**config.mk**
```make
export PLATFORM = sky130hd
export DESIGN_NAME = inst_loader
export DESIGN_NICKNAME = d
export VERILOG_FILES = /design/src/rtl/inst_loader_pkg.sv /design/src/rtl/inst_loader.sv
export SDC_FILE = /design/constraint.sdc
export NUM_CORES = 1
export LEC_CHECK = 0
export CAP_MARGIN = 20
export CORE_UTILIZATION = 50
export DETAILED_ROUTE_END_ITERATION = 10
export HOLD_SLACK_MARGIN = 0.1
export PLACE_DENSITY_LB_ADDON = 0.12
export SLEW_MARGIN = 0
export SYNTH_ARGS = -nofsm -noshare
export SYNTH_HDL_FRONTEND = slang
export SYNTH_SLANG_ARGS = --single-unit
```
**constraint.sdc**
```tcl
create_clock -name clk -period 2.9 [get_ports clk]
set_clock_uncertainty 0.2 [all_clocks]
set_input_delay 0.58 -clock clk [delete_from_list [all_inputs] [get_ports clk]]
set_output_delay 0.58 -clock clk [all_outputs]
set_load 0.02 [all_outputs]
```
**src/rtl/inst_loader_pkg.sv**
```systemverilog
// Shared constants and state encoding for the boot-time program loader.
// Instruction field positions match the core's decoder.
package inst_loader_pkg;

  localparam int INST_W = 32;
  localparam int HALF_W = 16;
  localparam int DEPTH  = 16;
  localparam int ADDR_W = $clog2(DEPTH);

  // Opcode field shared with the core's decoder
  localparam int OPC_MSB = 31;
  localparam int OPC_LSB = 27;

  localparam logic [4:0]        OPC_HALT  = 5'b11011;
  localparam logic [INST_W-1:0] HALT_WORD = {OPC_HALT, {(OPC_LSB){1'b0}}};

  // Loader FSM encoding
  typedef logic [2:0] state_t;
  localparam state_t ST_IDLE = 3'd0;
  localparam state_t ST_HI   = 3'd1;
  localparam state_t ST_LO   = 3'd2;
  localparam state_t ST_WR   = 3'd3;
  localparam state_t ST_PAD  = 3'd4;
  localparam state_t ST_CK   = 3'd5;
  localparam state_t ST_DONE = 3'd6;

endpackage

```
**src/rtl/inst_loader.sv**
```systemverilog
// Boot-time program loader: assembles 16-bit halfwords (high half first)
// into 32-bit instructions, writes them sequentially into the 16-entry
// program memory, pads the rest with HALT and holds the core in reset
// until the image is complete.
// Optional build macro INST_LOADER_CHECKSUM_EN adds a trailing checksum
// halfword (two's-complement negation of the wrapping 16-bit sum of all
// data halfwords) and the sticky err_checksum output.
//
// Handshake: a halfword transfers on a posedge where s_valid && s_ready;
// s_data/s_last are sampled only then. s_ready is high in HI, LO (and CK).
module inst_loader
  import inst_loader_pkg::*;
(
  input  logic              clk,
  input  logic              sys_rst_n,
  input  logic              start,
  input  logic              s_valid,
  output logic              s_ready,
  input  logic [HALF_W-1:0] s_data,
  input  logic              s_last,
  output logic              im_we,
  output logic [ADDR_W-1:0] im_addr,
  output logic [INST_W-1:0] im_wdata,
  output logic              core_rst,
  output logic              load_done,
  output logic [ADDR_W:0]   inst_count,
  output logic              err_overflow
`ifdef INST_LOADER_CHECKSUM_EN
  ,
  output logic              err_checksum
`endif
);

  localparam logic [ADDR_W-1:0] ADDR_MAX = ADDR_W'(DEPTH - 1);

  state_t              state_q, state_d;
  logic [HALF_W-1:0]   hi_q, hi_d;
  logic                last_q, last_d;
  logic [ADDR_W-1:0]   addr_q, addr_d;
  logic [ADDR_W:0]     inst_count_q, inst_count_d;
  logic                err_overflow_q, err_overflow_d;
  logic                im_we_q, im_we_d;
  logic [ADDR_W-1:0]   im_addr_q, im_addr_d;
  logic [INST_W-1:0]   im_wdata_q, im_wdata_d;
  logic                core_rst_q, core_rst_d;
  logic                load_done_q, load_done_d;
  logic                xfer;

`ifdef INST_LOADER_CHECKSUM_EN
  logic [HALF_W-1:0]   sum_q, sum_d;
  logic                err_checksum_q, err_checksum_d;
  logic [HALF_W-1:0]   ck_expect;
  assign ck_expect = '0 - sum_q;
  assign s_ready   = (state_q == ST_HI) || (state_q == ST_LO) || (state_q == ST_CK);
`else
  assign s_ready   = (state_q == ST_HI) || (state_q == ST_LO);
`endif

  assign xfer = s_valid && s_ready;

  // Next-state and registered-output computation for the loader FSM
  always_comb begin
    state_d        = state_q;
    hi_d           = hi_q;
    last_d         = last_q;
    addr_d         = addr_q;
    inst_count_d   = inst_count_q;
    err_overflow_d = err_overflow_q;
    im_we_d        = 1'b0;
    im_addr_d      = im_addr_q;
    im_wdata_d     = im_wdata_q;
    core_rst_d     = core_rst_q;
    load_done_d    = load_done_q;
`ifdef INST_LOADER_CHECKSUM_EN
    sum_d          = sum_q;
    err_checksum_d = err_checksum_q;
`endif
    case (state_q)
      ST_IDLE, ST_DONE: begin
        if (start) begin
          addr_d         = '0;
          inst_count_d   = '0;
          err_overflow_d = 1'b0;
          core_rst_d     = 1'b1;
          load_done_d    = 1'b0;
`ifdef INST_LOADER_CHECKSUM_EN
          sum_d          = '0;
          err_checksum_d = 1'b0;
`endif
          state_d        = ST_HI;
        end
      end
      ST_HI: begin
        if (xfer) begin
          hi_d    = s_data;
`ifdef INST_LOADER_CHECKSUM_EN
          sum_d   = sum_q + s_data;
`endif
          state_d = ST_LO;
        end
      end
      ST_LO: begin
        // Write strobe is registered here so it lands exactly one cycle
        // after the low-half transfer, during WR.
        if (xfer) begin
          last_d       = s_last;
          im_we_d      = 1'b1;
          im_addr_d    = addr_q;
          im_wdata_d   = {hi_q, s_data};
          inst_count_d = inst_count_q + (ADDR_W+1)'(1);
`ifdef INST_LOADER_CHECKSUM_EN
          sum_d        = sum_q + s_data;
`endif
          state_d      = ST_WR;
        end
      end
      ST_WR: begin
        if (last_q) begin
`ifdef INST_LOADER_CHECKSUM_EN
          state_d = ST_CK;
`else
          if (addr_q != ADDR_MAX) begin
            addr_d     = addr_q + ADDR_W'(1);
            im_we_d    = 1'b1;
            im_addr_d  = addr_q + ADDR_W'(1);
            im_wdata_d = HALT_WORD;
            state_d    = ST_PAD;
          end else begin
            core_rst_d  = 1'b0;
            load_done_d = 1'b1;
            state_d     = ST_DONE;
          end
`endif
        end else if (addr_q == ADDR_MAX) begin
          // Memory full without s_last: truncate, but still release the core
          err_overflow_d = 1'b1;
          core_rst_d     = 1'b0;
          load_done_d    = 1'b1;
          state_d        = ST_DONE;
        end else begin
          addr_d  = addr_q + ADDR_W'(1);
          state_d = ST_HI;
        end
      end
      ST_PAD: begin
        if (addr_q == ADDR_MAX) begin
          core_rst_d  = 1'b0;
          load_done_d = 1'b1;
          state_d     = ST_DONE;
        end else begin
          addr_d     = addr_q + ADDR_W'(1);
          im_we_d    = 1'b1;
          im_addr_d  = addr_q + ADDR_W'(1);
          im_wdata_d = HALT_WORD;
        end
      end
`ifdef INST_LOADER_CHECKSUM_EN
      ST_CK: begin
        if (xfer) begin
          if (s_data == ck_expect) begin
            if (addr_q != ADDR_MAX) begin
              addr_d     = addr_q + ADDR_W'(1);
              im_we_d    = 1'b1;
              im_addr_d  = addr_q + ADDR_W'(1);
              im_wdata_d = HALT_WORD;
              state_d    = ST_PAD;
            end else begin
              core_rst_d  = 1'b0;
              load_done_d = 1'b1;
              state_d     = ST_DONE;
            end
          end else begin
            // Bad image: park in DONE with the core still held in reset
            err_checksum_d = 1'b1;
            state_d        = ST_DONE;
          end
        end
      end
`endif
      default: state_d = ST_IDLE;
    endcase
  end

  // State and output registers with asynchronous active-low reset
  always_ff @(posedge clk or negedge sys_rst_n) begin
    if (!sys_rst_n) begin
      state_q        <= ST_IDLE;
      hi_q           <= '0;
      last_q         <= 1'b0;
      addr_q         <= '0;
      inst_count_q   <= '0;
      err_overflow_q <= 1'b0;
      im_we_q        <= 1'b0;
      im_addr_q      <= '0;
      im_wdata_q     <= '0;
      core_rst_q     <= 1'b1;
      load_done_q    <= 1'b0;
`ifdef INST_LOADER_CHECKSUM_EN
      sum_q          <= '0;
      err_checksum_q <= 1'b0;
`endif
    end else begin
      state_q        <= state_d;
      hi_q           <= hi_d;
      last_q         <= last_d;
      addr_q         <= addr_d;
      inst_count_q   <= inst_count_d;
      err_overflow_q <= err_overflow_d;
      im_we_q        <= im_we_d;
      im_addr_q      <= im_addr_d;
      im_wdata_q     <= im_wdata_d;
      core_rst_q     <= core_rst_d;
      load_done_q    <= load_done_d;
`ifdef INST_LOADER_CHECKSUM_EN
      sum_q          <= sum_d;
      err_checksum_q <= err_checksum_d;
`endif
    end
  end

  assign im_we        = im_we_q;
  assign im_addr      = im_addr_q;
  assign im_wdata     = im_wdata_q;
  assign core_rst     = core_rst_q;
  assign load_done    = load_done_q;
  assign inst_count   = inst_count_q;
  assign err_overflow = err_overflow_q;
`ifdef INST_LOADER_CHECKSUM_EN
  assign err_checksum = err_checksum_q;
`endif

endmodule

```
# == Word-level counts from Yosys, hierarchy flattened ==
# Cells that the tools add are included.
# op_classes
addsub,2
n_mul,0
div_mod_pow,0
n_lt_le_gt_ge,0
n_eq_ne,18
shift,0
muxes,43
bitwise,0
reduce_logical,16
# ops
op,count
32-bit 2-to-1 mux,4
32-bit one-hot mux with 3 select lines,1
4-bit 2-to-1 mux,7
4-bit one-hot mux with 3 select lines,2
3-bit 2-to-1 mux,6
2-bit != test (second input constant),9
3-bit one-hot mux with 5 select lines,1
1-bit 2-to-1 mux,14
5-bit 2-to-1 mux,2
5-bit one-hot mux with 2 select lines,1
1-bit one-hot mux with 3 select lines,3
3-bit AND reduction,3
4-bit AND reduction,2
3-bit by 2-bit equality test with 1-bit output (second input constant),2
3-bit equality test (second input constant),2
3-bit != test (second input constant),2
3-bit nonzero test,2
5-bit by 1-bit adder with 5-bit output (second input constant),1
5-bit AND reduction,1
4-bit by 1-bit adder with 4-bit output (second input constant),1
4-bit equality test (second input constant),1
4-bit != test (second input constant),1
2-bit AND reduction,2
2-bit nonzero test,2
other kinds (7),7
# word_totals
reg_bits,69
latchBits,0
mem_bits_rw,0
romBits,0
word_cells,90
n_memories,0

# == Depth between registers and ports, before layout ==
# Gate-level depths: netlist of the first run.
# logic_depth
depth_word,5
depth_mapped,7
depth_no_buf,5

# == Least setup slack after synthesis of the first run ==
# OpenSTA, ideal clock, no wires.
# synth_path
path_type,reg2reg
startpoint,register state_q[1]
endpoint,register im_addr_q[0] (netlist: im_addr[0])
setup_ns,0.125
arrival_ns,1.662
required_time_ns,2.575
slack_ns,0.914
path_stages_with_launch,6
n_path_buf,1
period_less_slack_ns,1.986
cell_sequence,dfrtp_1 > or3b_1 > buf_2 > a21boi_1 > o21ai_4 > mux2_2
# synth_via
elab_chain_len,5
elab_cells_between_ends,13
classes_between,eq/ne (8); mux (1); reduce/logical (4)
# synth_lines
element,line,rtl
start: declaration,inst_loader.sv:36,"state_t state_q, state_d;"
start signal: assignment,inst_loader.sv:203,state_q <= state_d;
3-bit by 1-bit equality test with 1-bit output or 3-bit by 2-bit equality test with 1-bit output (tied branches),"inst_loader.sv:56, inst_loader.sv:78",
1-bit logical OR,inst_loader.sv:56,assign s_ready = (state_q == ST_HI) || (state_q == ST_LO);
1-bit logical AND,inst_loader.sv:59,assign xfer = s_valid && s_ready;
2-bit != test (no line),n/a,
5-bit AND reduction (no line),n/a,
end signal: assignment,inst_loader.sv:210,im_addr_q <= im_addr_d;
end: declaration,inst_loader.sv:43,"logic [ADDR_W-1:0] im_addr_q, im_addr_d;"
# Several ways; a longest one is shown, not always the timed one.
# A chain may end at the register's enable or synchronous reset.

# == Final worst setup path of the first run ==
# layout_path
startpoint,register state_q[1]
endpoint,output port s_ready
# layout_via
elab_chain_len,2
elab_cells_between_ends,3
classes_between,eq/ne (2); reduce/logical (1)
# layout_lines
element,line,rtl
3-bit by 1-bit equality test with 1-bit output or 3-bit by 2-bit equality test with 1-bit output (tied branches),inst_loader.sv:56,
1-bit logical OR (*),inst_loader.sv:56,
end: declaration,inst_loader.sv:18,"output logic s_ready,"
# Every way passes the cells marked *; elsewhere a longest branch is shown, timed or not.

==> impl_metrics.json, run 1 <==
{
  "hold_start": "err_overflow",
  "synth_edf_count": 0,
  "fp-row-count": 28,
  "final-max-slew-violation-count": 0,
  "cts_made_buffers": 9,
  "dr.first_iter.drc_count": 118,
  "gp_congestion": 0.828,
  "synth.distinct_cells": 44,
  "synth_top_flop_cell": "dfrtp_1",
  "cts_tree": "done",
  "postSynthAreaPerCell_sq_um": 10.5,
  "slew_headroom": 0.559,
  "ys_seq_area_frac": 0.548,
  "timing.hold.ws_ps": 301,
  "io_pins": 67,
  "rr_worst_depth": 5,
  "cts_buffer_depth": 2,
  "n_antenna_cell": 0,
  "power.switching_mw": 1.69,
  "synth_fp_nets": 323,
  "grt_pass1_wl_um": 11900,
  "grtUsageTotal": 0.243,
  "placed_cell_area_sq_um": 3900,
  "endpoint_kind": "output port",
  "netlist_top_cells_area": "dfrtp_1 54%, mux2_2 7.1%, o21ai_0 6.2%",
  "ys_warn_count": 0,
  "post-place-ws_ps": 457,
  "cts_sinks": 69,
  "die_w_um": 81.4,
  "hold_violations": 0,
  "wire_per_inst_um": 16.3,
  "period_share": 0.953,
  "arrival_ps": 1980,
  "utilization": 0.690,
  "drt_pre_antenna_iters": 4,
  "crit_required_ps": 2120,
  "period_needed_ps": 2760,
  "antenna_found_initial": 0,
  "start_util": 0.527,
  "yosysTopAreaCell": "dfrtp_1",
  "power.density_nw_per_um2": 1070,
  "postCtsSetupRepairBufs": 0,
  "cp_num_buf_inv": 1,
  "cp_top_family": "flip-flops",
  "status": "finished clean",
  "nNetsFinal": 390,
  "synth-async-reset-ratio": 1.00,
  "slowest_delay_ps": 620,
  "rsz0062_at_grt": "false",
  "syn2layout_area_growth_pct": 31.0,
  "drc_errors": 0,
  "cts_max_level": 3,
  "crit_chain": "nand2b_1, a21oi_1, clkdlybuf4s50_1",
  "ctsRootBufferMaster": "clkbuf_8",
  "worst_r2r_endpoint": "im_wdata[10]",
  "synth_seq_cells": 69,
  "pwr-share-comb": 0.424,
  "routed-via-count": 2533,
  "slowest_stage": "dfrtp_1",
  "fin_cells": 447,
  "first_global_vias": 2384,
  "worst_slack_ps": 137,
  "clk_latency_ps": 350,
  "start_kind": "register",
  "placedCellCount": 430,
  "max_freq_mhz": 362,
  "synth.most_common_cell": "dfrtp_1",
  "core_area_sq_um": 5990,
  "routed_wl_um": 7280,
  "seq_area_sq_um": 1730,
  "intPower_mw": 2.73,
  "pwr-share-seq": 0.374,
  "final_layout_size_suffix_gt1_frac": 0.142,
  "p_sw_frac": 0.382,
  "hpwl_um": 4670,
  "fin_setup_tns_ps": 0,
  "crit_type": "reg -> out",
  "worst_pin_slew_ps": 661,
  "postRouteAntennaNets": 0,
  "synth_cells": 300,
  "setup-violations-final": 0,
  "fp.dieH_um": 81.4,
  "regToRegStartpoint": "state_q[1]",
  "via_per_inst": 5.67,
  "nFillCells": 460,
  "peakVddDrop_mv": 0.648,
  "maxCapViolations": 0,
  "yosys-top-cells-count": "68 x dfrtp_1, 39 x o21ai_0, 31 x inv_1, 28 x nand4_1, 20 x mux2_2",
  "clk_pin_slew_ps": 70,
  "synth_top_area_frac": 0.539,
  "power_frac_clock": 0.202,
  "power.total_mw": 4.42,
  "min_path_cells": 1,
  "grt_max_degree": 37,
  "holdPathEnd": "err_overflow",
  "multi_input_comb_area_sq_um": 1220,
  "design_area_sq_um": 4140,
  "hp-class": "reg -> reg",
  "p_leak_nw": 1.72,
  "overflow": 0,
  "r2r_slack_ps": 530,
  "dieArea_sq_um": 6630,
  "cp_max_fo": 17,
  "io_buffers": 66,
  "synthesis.area_sq_um": 3160
}
[how the worst max path moves through the flow]
stage                          start    endpoint  slack [ps]  depth (start not counted)
after global routing      state_q[1]     s_ready          60                          3
after detailed placement       start   addr_q[1]         460                          5
final                     state_q[1]     s_ready         140                          3
after floorplan           state_q[1]  im_addr[0]         910                          5
after global placement         start   addr_q[1]         500                          5
after CTS                 state_q[0]     s_ready          90                          3
[sequential cells by signal, indices dropped and copies added (netlist names)]
signal and count:
addr_q 4, core_rst 1, err_overflow 1, hi_q 16, im_addr 4, im_wdata 32, im_we 1, inst_count 5
last_q 1, load_done 1, state_q 3
[repair_timing]
item | in CTS | in global routing
hold buffers | 1 | 0
resized for setup | 0 | 1
setup endpoints to repair | 0 | 1
endpoints found under the hold margin | 25 | 0
[cell families (layout without fill, tap and decap cells)]
group | after synthesis | count (layout) | share of synthesized area
buf+inv | 51 | 123 | 0.0662
simple gates | 76 | 76 | 0.143
compound gates | 77 | 77 | 0.149
xor+xnor | 3 | 3 | 0.00833
mux | 22 | 22 | 0.0777
fa+ha+maj | 2 | 2 | 0.00793
flops | 69 | 69 | 0.548
[per-layer routing]
metal,share of wire,track usage,vias to the layer above
met2,0.49,0.371,65
li1,-,-,1200
met4,0.015,0.0911,0
met3,0.047,0.0600,10
met1,0.45,0.336,1258
met5,0,0,-
[power groups by stage]
stage	clock [mW]	combinational, mW	sequential [mW]
2_1_floorplan	0	0.976	1.80
4_1_cts	0.898	1.89	1.65
6_report	0.892	1.87	1.65
5_1_grt	0.943	2.03	1.70
3_5_place_dp	0	1.87	1.66
3_3_place_gp	0	1.84	1.65
[placed cells by master (no fill, tap or decap), types with 2 or more instances in the layout]
master / n
o211ai_1: 2
mux2i_1: 2
a211oi_1: 2
a32o_1: 2
or3b_2: 2
xor2_1: 2
nor2_1: 6
clkinvlp_4: 2
clkbuf_8: 10
o21a_1: 4
nand2b_1: 5
o31ai_1: 2
nand4_1: 28
nor2b_1: 3
nand3_1: 6
ha_1: 2
a21o_1: 2
dfrtp_1: 67
a21oi_1: 12
nand3b_1: 2
a31oi_1: 2
inv_1: 31
o21ai_0: 39
mux2_2: 20
clkdlybuf4s50_1: 65
o32ai_1: 2
bufinv_16: 2
nand4b_1: 4
nand2_1: 13
buf_4: 8
[final cells by class]
type | count | share of cell area
clock buffer | 11 | 0.0342
clock inverter | 5 | 0.0203
inverter | 31 | 0.0281
multi-input combinational | 180 | 0.296
sequential | 69 | 0.418
tap | 75 | 0.0227
timing repair buffer | 76 | 0.180
[worst register-to-register path, stage by stage (launching register included)]
cell and delay (ps):
dfrtp_1 620, nor3b_1 470, nand2_1 250, o21ai_4 240, buf_4 330, o21ai_0 130
Power figures use the tool's default switching activity.
==> run 2, diff against run 1 <==
==> constraint.sdc (replaced) <==
create_clock -name clk -period 2.94 [get_ports clk]
set_clock_uncertainty 0.2 [all_clocks]
set_input_delay 0.588 -clock clk [delete_from_list [all_inputs] [get_ports clk]]
set_output_delay 0.588 -clock clk [all_outputs]
set_load 0.02 [all_outputs]
==> impl_metrics.json, run 2 (synthesized netlist as in run 1, its figures left out) <==
{
  "setup-violations-final": 0,
  "hold_violations": 0,
  "utilization": 0.681,
  "pwr-share-seq": 0.393,
  "via_per_inst": 5.68,
  "final-max-slew-violation-count": 0,
  "fp-row-count": 28,
  "antenna_found_initial": 0,
  "hp-class": "reg -> reg",
  "cp_max_fo": 17,
  "core_area_sq_um": 5990,
  "cts_tree": "done",
  "power.switching_mw": 1.64,
  "hold_start": "im_wdata[30]",
  "syn2layout_area_growth_pct": 29.2,
  "nFillCells": 465,
  "cts_max_level": 3,
  "cts_made_buffers": 9,
  "status": "finished clean",
  "grt_pass1_wl_um": 12100,
  "drt_pre_antenna_iters": 4,
  "cts_sinks": 69,
  "min_path_cells": 1,
  "cts_buffer_depth": 2,
  "largest_reg_flops": 32,
  "hpwl_um": 4670,
  "wire_per_inst_um": 16.0,
  "rsz0062_at_grt": "false",
  "crit_type": "reg -> out",
  "regToRegStartpoint": "state_q[1]",
  "endpoint_kind": "output port",
  "postRouteAntennaNets": 0,
  "post-place-ws_ps": 482,
  "period_needed_ps": 2770,
  "layout_commonest_cell": "dfrtp_1",
  "die_w_um": 81.4,
  "holdPathEnd": "im_wdata[30]",
  "p_sw_frac": 0.397,
  "overflow": 0,
  "worst_r2r_endpoint": "im_wdata[14]",
  "start_kind": "register",
  "worst_pin_slew_ps": 651,
  "routed_wl_um": 7170,
  "routed-via-count": 2538,
  "dieArea_sq_um": 6630,
  "max_freq_mhz": 361,
  "power.density_nw_per_um2": 1010,
  "rr_worst_depth": 5,
  "arrival_ps": 1980,
  "r2r_slack_ps": 580,
  "first_global_vias": 2466,
  "clk_pin_slew_ps": 70,
  "clk_latency_ps": 340,
  "final_cell_mix": "67 x dfrtp_1, 65 x clkdlybuf4s50_1, 39 x o21ai_0",
  "timing.hold.ws_ps": 303,
  "final_layout_size_suffix_gt1_frac": 0.142,
  "power_frac_clock": 0.162,
  "dr.first_iter.drc_count": 113,
  "drc_errors": 0,
  "gp_congestion": 0.829,
  "slew_headroom": 0.566,
  "pwr-share-comb": 0.445,
  "nNetsFinal": 390,
  "grtUsageTotal": 0.243,
  "fin_setup_tns_ps": 0,
  "io_pins": 67,
  "peakVddDrop_mv": 0.534,
  "io_buffers": 66,
  "n_antenna_cell": 0,
  "maxCapViolations": 0,
  "intPower_mw": 2.49,
  "grt_max_degree": 37,
  "fp.dieH_um": 81.4,
  "ctsRootBufferMaster": "clkbuf_8",
  "start_util": 0.527,
  "worst_slack_ps": 173,
  "p_leak_nw": 1.70,
  "period_share": 0.941,
  "crit_required_ps": 2150
}
run 2: worst max path at each step:
stage | from | endpoint | slack (ps) | cells after the start
floorplan | state_q[1] | im_addr[0] | 950 | 5
global placement | start | addr_q[1] | 530 | 5
detailed placement | start | addr_q[1] | 480 | 5
CTS | state_q[0] | s_ready | 110 | 3
global route | state_q[1] | s_ready | 40 | 3
finish | state_q[1] | s_ready | 170 | 3
run 2: stage by stage:
step / power, mW / cell area (sq um) / std cells
global route: 4.41 / 4080 / 447
finish: 4.13 / 4080 / 447
CTS: 4.16 / 4080 / 447
detailed placement: 3.48 / 3900 / 430
global placement: 3.44 / 3900 / 430
floorplan: 2.74 / 3160 / 300
run 2: repair_timing:
action                                 4_1_cts  5_1_grt
buffers inserted                             0        0
resized for setup                            0        1
endpoints found under the hold margin       25        0
hold buffers                                 1        0
setup endpoints to repair                    0        1
run 2: power by group through the flow:
stage	clock network (mW)	registers [mW]	logic, mW
3_3_place_gp	0	1.63	1.82
4_1_cts	0.688	1.62	1.85
5_1_grt	0.727	1.68	2.01
3_5_place_dp	0	1.63	1.85
2_1_floorplan	0	1.78	0.962
6_report	0.668	1.62	1.84
run 2: layer usage:
| metal | global-route usage | vias up | part of all wire |
|---|---|---|---|
| met5 | 0 | - | 0 |
| met4 | 0.104 | 0 | 0.020 |
| met3 | 0.0544 | 14 | 0.042 |
| met2 | 0.367 | 66 | 0.48 |
| met1 | 0.338 | 1257 | 0.46 |
| li1 | - | 1201 | - |
run 2: area by class of cell:
class                           count  area, sq um  share of cell area
Multi-Input combinational cell    180         1220               0.300
Sequential cell                    69         1730               0.424
Clock buffer                       10          128              0.0313
Timing Repair Buffer               76          746               0.183
Tap cell                           75         93.8              0.0230
Clock inverter                      6         40.0             0.00982
Inverter                           31          116              0.0285
run 2: worst max-delay path, stage by stage, from the launching register on:
cell and delay [ps]:
dfrtp_1 630, nand2b_1 220, a21oi_1 170, clkdlybuf4s50_1 620
